**src/rtl/fetch_stage.sv**
```systemverilog
// -----------------------------------------------------------------------------
// fetch_stage
//   Instruction-fetch stage of a 16-bit pipeline. It holds the PC, reads
//   instruction memory combinationally, and fills the IF/ID pipeline register.
//   It also handles load-use stalls, ID-stage redirects and the HLT opcode.
//
// Ports
//   clk           in   1   rising-edge clock
//   rst_n         in   1   asynchronous active-low reset
//   stall         in   1   hazard-unit stall; holds PC and IF/ID
//   branch_taken  in   1   redirect request from ID
//   branch_target in  16   redirect byte address (bit 0 ignored)
//   imem_addr     out 16   instruction memory address (the PC register)
//   imem_data     in  16   instruction at imem_addr, same-cycle read
//   ID_Instr      out 16   registered instruction for decode
//   ID_PCplus2    out 16   registered PC+2 of ID_Instr
//   ID_Valid      out  1   1 = real instruction, 0 = bubble
//   halted        out  1   high while the stage is in HALTED
// -----------------------------------------------------------------------------
module fetch_stage (
    input  logic        clk,
    input  logic        rst_n,
    input  logic        stall,
    input  logic        branch_taken,
    input  logic [15:0] branch_target,
    output logic [15:0] imem_addr,
    input  logic [15:0] imem_data,
    output logic [15:0] ID_Instr,
    output logic [15:0] ID_PCplus2,
    output logic        ID_Valid,
    output logic        halted
);

    typedef enum logic [0:0] {
        ST_FETCH  = 1'b0,
        ST_HALTED = 1'b1
    } state_t;

    localparam logic [3:0] OP_HLT = 4'hF;

    state_t      state_r;
    logic [15:0] pc_r;
    logic [15:0] id_instr_r;
    logic [15:0] id_pcplus2_r;
    logic        id_valid_r;
    logic        halted_r;

    logic [15:0] pc_plus2_s;
    logic        is_hlt_s;

    // PC increment wraps naturally at 16 bits; HLT decode on the fetched opcode.
    always_comb begin
        pc_plus2_s = pc_r + 16'd2;
        is_hlt_s   = (imem_data[15:12] == OP_HLT);
    end

    // Fetch FSM: PC, IF/ID register and halted flag, all updated together.
    always_ff @(posedge clk or negedge rst_n) begin
        if (!rst_n) begin
            state_r      <= ST_FETCH;
            pc_r         <= 16'h0000;
            id_instr_r   <= 16'h0000;
            id_pcplus2_r <= 16'h0000;
            id_valid_r   <= 1'b0;
            halted_r     <= 1'b0;
        end else begin
            case (state_r)
                ST_FETCH: begin
                    if (stall) begin
                        // Hold everything; redirect and HLT wait for release.
                        state_r <= ST_FETCH;
                    end else if (branch_taken) begin
                        // Redirect squashes this cycle's fetch, even a HLT.
                        pc_r         <= {branch_target[15:1], 1'b0};
                        id_instr_r   <= 16'h0000;
                        id_pcplus2_r <= 16'h0000;
                        id_valid_r   <= 1'b0;
                    end else if (is_hlt_s) begin
                        // HLT reaches decode; PC stays on the HLT address.
                        id_instr_r   <= imem_data;
                        id_pcplus2_r <= pc_plus2_s;
                        id_valid_r   <= 1'b1;
                        halted_r     <= 1'b1;
                        state_r      <= ST_HALTED;
                    end else begin
                        id_instr_r   <= imem_data;
                        id_pcplus2_r <= pc_plus2_s;
                        id_valid_r   <= 1'b1;
                        pc_r         <= pc_plus2_s;
                    end
                end
                ST_HALTED: begin
                    // PC frozen, redirects ignored; only reset leaves this state.
                    if (stall) begin
                        state_r <= ST_HALTED;
                    end else begin
                        id_instr_r   <= 16'h0000;
                        id_pcplus2_r <= 16'h0000;
                        id_valid_r   <= 1'b0;
                    end
                end
                default: begin
                    state_r      <= ST_FETCH;
                    pc_r         <= 16'h0000;
                    id_instr_r   <= 16'h0000;
                    id_pcplus2_r <= 16'h0000;
                    id_valid_r   <= 1'b0;
                    halted_r     <= 1'b0;
                end
            endcase
        end
    end

    assign imem_addr  = pc_r;
    assign ID_Instr   = id_instr_r;
    assign ID_PCplus2 = id_pcplus2_r;
    assign ID_Valid   = id_valid_r;
    assign halted     = halted_r;

endmodule

```
**config.mk**
```make
export PLATFORM = sky130hd
export DESIGN_NAME = fetch_stage
export DESIGN_NICKNAME = d
export VERILOG_FILES = /design/src/rtl/fetch_stage.sv
export SDC_FILE = /design/constraint.sdc
export NUM_CORES = 1
export LEC_CHECK = 0
export CORE_MARGIN = 3
export CORE_UTILIZATION = 39
export DETAILED_ROUTE_END_ITERATION = 8
export PLACE_DENSITY_LB_ADDON = 0.08
export SYNTH_ARGS = -nofsm -noshare
export SYNTH_HDL_FRONTEND = slang
export SYNTH_SLANG_ARGS = --single-unit
```
**constraint.sdc**
```tcl
create_clock -name clk -period 3.1 [get_ports clk]
set_input_delay 0.31 -clock clk [delete_from_list [all_inputs] [get_ports clk]]
set_output_delay 0.31 -clock clk [all_outputs]
set_load 0.01 [all_outputs]
```
==> reports/metrics.cfg <==
[run_status]
status=finished, final reports clean

[grt]
grt.overflow.total=0
grt_max_degree=51
grt_usage_pct=18.41
antenna_found_initial=0
grt_pass1_wl_um=10730
grt_pass1_vias=2178

[timing]
setup-tns-final_ps=0
fin_skew_ps=10.51
period_share_pct=63.13
final-setup-viol-count=0
final_hold_viol_count=0
rsz0062_at_grt=false
worst_slew_pin_slew_ps=673.2
slew_headroom_pct=54.82
drv_slew=0
fmax_ghz=0.5110
fin_crit_ps=1957

[worst_setup_path]
critPathRequiredTime_ps=3360
critical_path_class=register to register
cp-end-kind=register
start_kind=register
r2r_cells=5
arrival_ps=2210
cp_max_fo=6

[routing]
ant_nets=0
vias=2154
routedWlPerCell_um=16.10
via_per_inst=5.467
drt_iter0_drc=177
wirelength_um=6343
drc=0
drt_first_pass_iters=4

[yosys]
synth_nets=281
synth_cell_type_count=48
yosysSeqAreaShare_pct=51.05
synthCells=244
syn-cell-area_um2=2451
synth-async-reset-ratio_pct=100.0
synthesis.yosys.warnings=0
synth_ff_type=dfrtp_1
synth-edff-count=0
syn_avg_cell_area_um2=10.05
synth_seq_cells=50

[place]
dp_hpwl_um=4520
port_buffers=83
dp.cells=386
gp_congestion=0.8529

[floorplan]
dieArea_um2=7272
die_width_um=85.28
core_um2=5991
rows=28
die_h_um=85.28
initial_core_util_pct=40.91
ioPinCount=86

[power_and_ir_drop]
peakVddDrop_mv=0.1954
p_leak_nw=1.395
power.density_nw_per_um2=354.8

[finish]
finalNonFillerCells=394
drive_gt1_share_pct=7.210
syn2layout_area_growth_pct=37.93
final_cell_mix=82 x clkdlybuf4s50_1, 50 x dfrtp_1, 24 x nand2_1
layout_commonest_cell=clkdlybuf4s50_1
final-seq-area_um2=1251
fin_nets=355
fillers=537
multi_input_area_um2=1051
diodes=0

[clocking]
cts_buffers=5
clock_sinks=50
h-tree-depth=2
postCtsSetupBuffers=0
ctsResizeCount=0
clock_tree.root_cell=clkbuf_8
cts_hold_buf=0
tritoncts=built
clk_path_buf_depth=2
insertion_delay_ps=310
path_clk_slew_ps=100

[min_path]
hold_path_class=primary input to asynchronous set/reset pin

[job]
maxCapViolCount=0

-- area by class of cell --
class,instances,area share [%]
Tap cell,75,2.776
Clock buffer,6,2.443
Inverter,4,0.4441
Clock inverter,2,0.4811
Multi-Input combinational cell,168,31.09
Timing Repair Buffer,89,25.76
Sequential cell,50,37.01
-- path summary, 6_finish.rpt --
path	endpoint	slack (ps)	from
min in group clk	halted$_DFFE_PN0P_	460	halted$_DFFE_PN0P_
max in group asynchronous	ID_PCplus2[13]$_DFFE_PN0P_	2580	rst_n
max	ID_PCplus2[15]$_DFFE_PN0P_	1140	imem_addr[1]$_DFFE_PN0P_
max reg2reg	ID_PCplus2[15]$_DFFE_PN0P_	1140	imem_addr[1]$_DFFE_PN0P_
min	ID_Instr[8]$_DFFE_PN0P_	90	rst_n
min reg2reg	halted$_DFFE_PN0P_	460	halted$_DFFE_PN0P_
-- Yosys cell counts (3+ instances only) --
master,count,area share (%)
a211oi_1,4,1.2
a21oi_1,11,2.2
a22o_1,17,6.1
and3_1,5,1.3
buf_4,3,0.92
clkbuf_1,11,1.7
clkbuf_2,3,0.61
dfrtp_1,50,51
inv_1,4,0.61
nand2_1,24,3.7
nand3_1,8,1.6
nand4_1,7,1.8
nor2_1,12,1.8
nor3_1,7,1.4
o21ai_0,19,3.9
o22ai_1,7,1.8
or3_1,3,0.77
xnor2_1,6,2.1
xor2_1,5,1.8
-- critical path, cell delays in order (launching register included) --
cell     delay (ps)
dfrtp_1         460
ha_1            330
nand4_2         170
or4_4           540
or3_1           320
nand3_1          80
-- where the power goes --
group	total, mW	internal, mW	switching, mW
combinational	0.113	0.0617	0.0512
sequential	0.669	0.657	0.0120
clock	0.417	0.184	0.233
-- state kept, by name (all words and copies together) (netlist names) --
| signal | cells |
|---|---|
| imem_addr | 15 |
| state_r | 1 |
| ID_PCplus2 | 16 |
| halted | 1 |
| ID_Valid | 1 |
| ID_Instr | 16 |
-- stage by stage --
| step | total power [mW] | util (%) | area [µm²] | hold slack [ps] | setup slack (ps) |
|---|---|---|---|---|---|
| finish | 1.200 | 56.43 | 3381 | 86.34 | 1143 |
| detailed placement | 0.7969 | 54.78 | 3282 | 443.3 | 818.4 |
| CTS | 1.208 | 56.43 | 3381 | 118.0 | 1136 |
| global placement | 0.7967 | 54.78 | 3282 | 439.7 | 875.4 |
| global route | 1.247 | 56.43 | 3381 | 121.2 | 994.7 |
| floorplan | 0.7216 | - | 2451 | 14.41 | 1275 |
-- cell families after synthesis --
kind of cell / synth area share (%)
compound gates: 19.50
xor+xnor: 3.930
fa+ha+maj: 0.5104
buf+inv: 6.074
flops: 51.05
mux: 0.8168
other cells: 0.1530
simple gates: 17.97
-- per-layer routing --
| metal | global-route usage [%] | wire length (µm) |
|---|---|---|
| met4 | 6.763 | 90 |
| met2 | 28.74 | 2970 |
| met1 | 24.74 | 2819 |
| met3 | 4.660 | 462 |
| met5 | 0 | 0 |
No activity file was read; power rests on OpenSTA's default activity.
